<file path="config.mk">
export PLATFORM = sky130hd
export DESIGN_NAME = cla_adder_pipe
export DESIGN_NICKNAME = d
export VERILOG_FILES = /design/src/rtl/cla_adder_pipe.sv
export SDC_FILE = /design/constraint.sdc
export NUM_CORES = 1
export LEC_CHECK = 0
export BUFFER_PORTS_ARGS = -buffer_cell sky130_fd_sc_hd__buf_2
export CORE_MARGIN = 2
export CORE_UTILIZATION = 40
export CTS_CLUSTER_DIAMETER = 60
export DETAILED_ROUTE_END_ITERATION = 10
export PLACE_DENSITY = 0.66
export SETUP_SLACK_MARGIN = 0.02
export SLEW_MARGIN = 20
export SYNTH_ARGS = -nofsm -noshare
export SYNTH_HDL_FRONTEND = slang
export SYNTH_SLANG_ARGS = --single-unit
</file>
<file path="constraint.sdc">
create_clock -name clk -period 2.4 [get_ports clk]
set_input_delay 0.48 -clock clk [delete_from_list [all_inputs] [get_ports clk]]
set_output_delay 0.48 -clock clk [all_outputs]
set_load 0.01 [all_outputs]
</file>
<file path="src/rtl/cla_adder_pipe.sv">
// cla_adder_pipe: two-stage pipelined carry-lookahead adder/subtractor with valid/ready handshake
module cla_adder_pipe #(
  parameter int WIDTH = 8,
  parameter int GROUP = 4
) (
  input  logic             clk,
  input  logic             rst_n,
  input  logic             in_valid,
  output logic             in_ready,
  input  logic [WIDTH-1:0] a,
  input  logic [WIDTH-1:0] b,
  input  logic             cin,
  input  logic             sub,
  output logic             out_valid,
  input  logic             out_ready,
  output logic [WIDTH-1:0] sum,
  output logic             cout,
  output logic             ovf,
  output logic [WIDTH:0]   out
);
  localparam int NG = WIDTH / GROUP;
  logic [WIDTH-1:0] b_eff, p, g, p_r, g_r, nxt_sum;
  logic [NG-1:0] gp, gg, gp_r, gg_r;
  logic [NG:0] gc;
  logic c0_r, a_msb_r, b_msb_r, s1_valid, adv, bc, nxt_ovf;
  assign b_eff = sub ? ~b : b;
  assign p = a ^ b_eff;
  assign g = a & b_eff;
  always_comb begin
    gg = '0;
    for (int k = 0; k < NG; k++) begin
      gp[k] = &p[k*GROUP +: GROUP];
      for (int j = 0; j < GROUP; j++) gg[k] = g[k*GROUP+j] | (p[k*GROUP+j] & gg[k]);
    end
  end
  // group carries first, then each group's bit carries seeded from its group carry
  always_comb begin
    gc[0] = c0_r;
    for (int k = 0; k < NG; k++) gc[k+1] = gg_r[k] | (gp_r[k] & gc[k]);
    nxt_sum = '0;
    bc = 1'b0;
    for (int k = 0; k < NG; k++) begin
      bc = gc[k];
      for (int j = 0; j < GROUP; j++) begin
        nxt_sum[k*GROUP+j] = p_r[k*GROUP+j] ^ bc;
        bc = g_r[k*GROUP+j] | (p_r[k*GROUP+j] & bc);
      end
    end
    nxt_ovf = (a_msb_r == b_msb_r) && (nxt_sum[WIDTH-1] != a_msb_r);
  end
  assign adv = !out_valid || out_ready;
  assign in_ready = adv || !s1_valid;
  assign out = {cout, sum};
  always_ff @(posedge clk) begin
    if (!rst_n) begin
      s1_valid <= 1'b0;
      p_r <= '0;
      g_r <= '0;
      gp_r <= '0;
      gg_r <= '0;
      c0_r <= 1'b0;
      a_msb_r <= 1'b0;
      b_msb_r <= 1'b0;
      out_valid <= 1'b0;
      sum <= '0;
      cout <= 1'b0;
      ovf <= 1'b0;
    end else begin
      if (in_ready) begin
        s1_valid <= in_valid;
        p_r <= p;
        g_r <= g;
        gp_r <= gp;
        gg_r <= gg;
        c0_r <= sub | cin;
        a_msb_r <= a[WIDTH-1];
        b_msb_r <= b_eff[WIDTH-1];
      end
      if (adv) begin
        out_valid <= s1_valid;
        sum <= nxt_sum;
        cout <= gc[NG];
        ovf <= nxt_ovf;
      end
    end
  end
endmodule
</file>
After elaboration in Yosys (flattened, before gate mapping)
Cells that the tools add are included.

word-level totals
  bits in registers = 34
  bits of input ports = 22
  output and inout port bits = 21
  word-level logic and storage cells = 62

cells by class
  equality and inequality tests = 2
  multiplexer cells = 1
  bitwise gates (word level) = 40
  reduce and logical (&&, ||, !) cells = 7

operator list
  operator           count
  $or 1x1->1         15
  $and 1x1->1        14
  $and 8x8->8        1
  $mux 8             1
  $not 8->8          1
  $reduce_and 4->1   2
  $xor 1x1->1        8
  $xor 8x8->8        1
  $logic_not 1->1    2
  $logic_or 1x1->1   2
  $eq 1x1->1         1
  $logic_and 1x1->1  1
  $ne 1x1->1         1

Longest topological paths before layout
  depth after elaboration = 11
  gate-level depth with buffers = 9
  gate-level depth less buffers = 9

Worst setup path before layout
OpenSTA, ideal clock, no wires.

  path type = reg-to-reg
  from = register gp_r[0]
  to = register ovf
  library setup time = 74 ps
  arrival time = 2134 ps
  data required time = 2326 ps
  slack = 192 ps
  cell stages (with the launch flop) = 10
  buffers on the path = 0
  period minus slack after synthesis = 2208 ps
  cell sequence = dfxtp_1 a21o_1 ha_1 or2_2 ha_1 or2_2 ha_1 or3_4 a21o_1 a31oi_1

on the way
  longest elaborated chain between the ends = 11

RTL lines
  element                 RTL line  RTL
  start, declared         23        logic [NG-1:0] gp, gg, gp_r, gg_r;
  start signal, assigned  73        gp_r <= gp;
  $and 1x1->1             39        for (int k = 0; k < NG; k++) gc[k+1] = gg_r[k] | (gp_r[k] & gc[k]);
  $or 1x1->1              39
  $and 1x1->1             46        bc = g_r[k*GROUP+j] | (p_r[k*GROUP+j] & bc);
  $or 1x1->1              46
  $and 1x1->1             46
  $or 1x1->1              46
  $and 1x1->1             46
  $or 1x1->1              46
  $xor 1x1->1             45        nxt_sum[k*GROUP+j] = p_r[k*GROUP+j] ^ bc;
  $ne 1x1->1              49        nxt_ovf = (a_msb_r == b_msb_r) && (nxt_sum[WIDTH-1] != a_msb_r);
  $logic_and 1x1->1       49
  end signal, assigned    83        ovf <= nxt_ovf;
  end, declared           18        output logic ovf,

Every way passes these cells.
A chain may end at the register's enable or synchronous reset.

Worst setup path after layout
  from = register c0_r
  to = register ovf

on the way
  longest elaborated chain between the ends = 11

RTL lines
  element                 RTL line  RTL
  start, declared         25        logic c0_r, a_msb_r, b_msb_r, s1_valid, adv, bc, nxt_ovf;
  start signal, assigned  75        c0_r <= sub | cin;
  $and 1x1->1             39
  $or 1x1->1              39
  $and 1x1->1             46
  $or 1x1->1              46
  $and 1x1->1             46
  $or 1x1->1              46
  $and 1x1->1             46
  $or 1x1->1              46
  $xor 1x1->1             45
  $ne 1x1->1              49
  $logic_and 1x1->1       49

Every way passes these cells.

==> summary.md <==
| Metric | Value |
|---|---|
| DR pass1 iterations | `4` |
| Worst vdd ir | `0.358 mV` |
| Vias in the first global route | `1,157` |
| GRT Max-Usage Layer | `met2` |
| Diode count | `0` |
| Slew Limit Headroom | `0.611` |
| Pwr Density | `687 nW/µm²` |
| I/O Pins | `43` |
| Min-Delay Path Class | `input port to register` |
| Critical Path RT | `2.61 ns` |
| Layout Nets | `259` |
| Row Count | `23` |
| Syn Area/Cell | `8.69 µm²` |
| Reg clk slew, reported paths | `0.06 ns` |
| Clock Sinks | `33` |
| Final ANT Viol Nets | `0` |
| Root buf cell | `clkbuf_8` |
| Initial antenna violation count | `0` |
| Die W | `68.4 µm` |
| CTS Buf Count | `5` |
| Core area | `4000 µm²` |
| Worst Tran Pin Value | `0.582 ns` |
| Total track usage | `0.154` |
| Starting Density | `0.415` |
| Sequential cell area fraction in the yosys report | `0.398` |
| Cell variety after synth | `28` |
| Chip height | `68.4 µm` |
| Main combinational cell family by area after synthesis | `simple AND/OR/NAND/NOR gates` |
| DR vias | `1,318` |
| Synth top area cells | `dfxtp_1 (40%), nand2_1 (11%), ha_1 (11%)` |
| Yosys warnings | `0` |
| Synth cell count leaders | `nand2_1 (49), dfxtp_1 (33), a21boi_0 (23)` |
| Arr. time, crit path | `2.49 ns` |
| Setup TNS | `0 ns` |
| Fin crit period | `2.28 ns` |
| Post-synthesis mux area share | `0` |
| Final-report setup violation count | `0` |
| M1 GR Usage | `0.205` |
| DP HPWL | `2.36 mm` |
| Synth Area in Adders | `0.106` |
| Die area | `4680 µm²` |
| Fraction of registers with async set/reset | `0` |
| Initial DRC count | `56` |
| Met2 usage | `0.226` |
| Layout fillers | `392` |
| Crit start category | `register` |
| Final hold viol count | `0` |
| Port Buf Inserts | `42` |
| Most common cell in the netlist | `nand2_1` |
| Mapped cell area | `1660 µm²` |
| Xor and xnor area share after synthesis | `0.0422` |
| H-tree depth | `2` |
| Final setup margin | `0.120 ns` |
| Most used DFF post-synth | `dfxtp_1` |
| Synth Instances | `191` |
| Crit Path Max Fanout | `3` |
| RSZ-0062 raised after global routing | `false` |
| Outcome | `finished, final reports clean` |
| Layout cells sized above 1 | `0.268` |
| Vias per inst | `4.81` |
| Clock buffer depth | `2` |
| Clock Latency Late Sink | `0.28 ns` |
| Largest net degree at the start of global routing | `34` |
| Clk_skew | `0.00226 ns` |
| Area leader, netlist | `dfxtp_1` |
| Remaining DRCs | `0` |
| FF+latch count, synth | `33` |
| First-pass GRT wire length | `5.20 mm` |
| Element type at the critical path end | `register` |
| Synthesized-area fraction occupied by and/or/nand/nor cells | `0.195` |
| Post-synth EDFFs | `0` |
| Post-route clock period utilization | `0.950` |
| DR WL/cell | `11.9 µm` |
| Met3 usage | `0.0526` |
| Syn-to-layout area delta | `16.1%` |
| Critical path class | `register to register` |
| CTS Hold Buffers Added | `0` |
| Place WS | `0.0741 ns` |
| Syn_nets | `227` |
| Leakage power | `0.924 nW` |
| Final wirelength | `3.27 mm` |
| Share of the synthesized area in the top cell type | `0.398` |
| Final Wtd Congestion | `0.762` |
| MaxCap Viol Count | `0` |
| Compound-Gate Fraction of Synth Area | `0.182` |
| Post-CTS setup buffers | `0` |
| CTS tree | `built` |
| Max-slew violation count | `0` |
| Residual overflow from global routing | `0` |
| Max Fclk | `439 MHz` |
worst max-delay path, cell delays in order (launching register included):
cell and delay [ns]:
dfxtp_2 0.33, a21o_1 0.17, ha_1 0.17, or2_2 0.26, ha_1 0.17, or2_2 0.27, ha_2 0.17, or3_4 0.33
a21o_1 0.18, a31oi_1 0.14
timing repair:
action | 4_1_cts | 5_1_grt
endpoints found under the hold margin | 0 | 0
resized for setup | 0 | 2
endpoints found under the setup margin | 0 | 1
final timing paths:
kind | slack [ns] | to | from | cells after the start
max | 0.12 | ovf | c0_r | 9
min | 0.42 | s1_valid | in_valid | 2
max reg2reg | 0.12 | ovf | c0_r | 9
min reg2reg | 0.46 | g_r[0] | g_r[0] | 2
cell usage in the layout (no fill, tap or decap), drive strengths merged, types with 4 or more instances in the layout:
cell type	instances
a21boi	25
a21o	4
a21oi	4
buf	44
clkbuf	7
dfxtp	33
ha	14
nand2	49
nor2	4
o21ai	6
or2	4
xor2	8
stage by stage:
stage | hold slack, ns | power, mW | util | instance area, µm² | cells
floorplan | 0.433 | 0.812 | - | 1660 | 191
global placement | 0.443 | 0.877 | 0.455 | 1820 | 266
detailed placement | 0.454 | 0.878 | 0.455 | 1820 | 266
CTS | 0.413 | 1.34 | 0.481 | 1920 | 274
global route | 0.416 | 1.40 | 0.482 | 1930 | 274
finish | 0.420 | 1.32 | 0.482 | 1930 | 274
per-layer routing:
| layer | routed length (µm) | up-vias |
|---|---|---|
| met2 | 1440 | 29 |
| met5 | 0 | - |
| met3 | 159 | 2 |
| met4 | 27 | 0 |
| met1 | 1640 | 591 |
| li1 | - | 696 |
cell families after synthesis:
| kind of cell | count (synthesis) |
|---|---|
| AOI/OAI and AO/OA | 44 |
| xor gates and xnor gates | 8 |
| adders and majority gates | 14 |
| buffers and inverters | 20 |
| DFF | 33 |
| and+or+nand+nor | 72 |
registers in the layout, indices dropped and copies added, names as in the netlist:
register	flops
gg_r	2
cout	1
g_r	6
b_msb_r	1
gp_r	2
a_msb_r	1
out_valid	1
c0_r	1
ovf	1
s1_valid	1
p_r	8
sum	8
final cells by class:
type,count,area (µm²),share of cell area
multi-input combinational,138,872,0.453
clock inverter,1,5.00,0.00260
inverter,1,3.75,0.00195
sequential,33,662,0.344
clock buffer,7,96.3,0.0500
tap,50,62.6,0.0325
timing repair buffer,44,225,0.117
where the power goes:
group,total (mW),switching [mW],internal (mW)
logic,0.241,0.125,0.117
clock network,0.453,0.194,0.259
registers,0.628,0.0299,0.599
total,1.32,0.349,0.974
No activity file was read; power rests on OpenSTA's default activity.
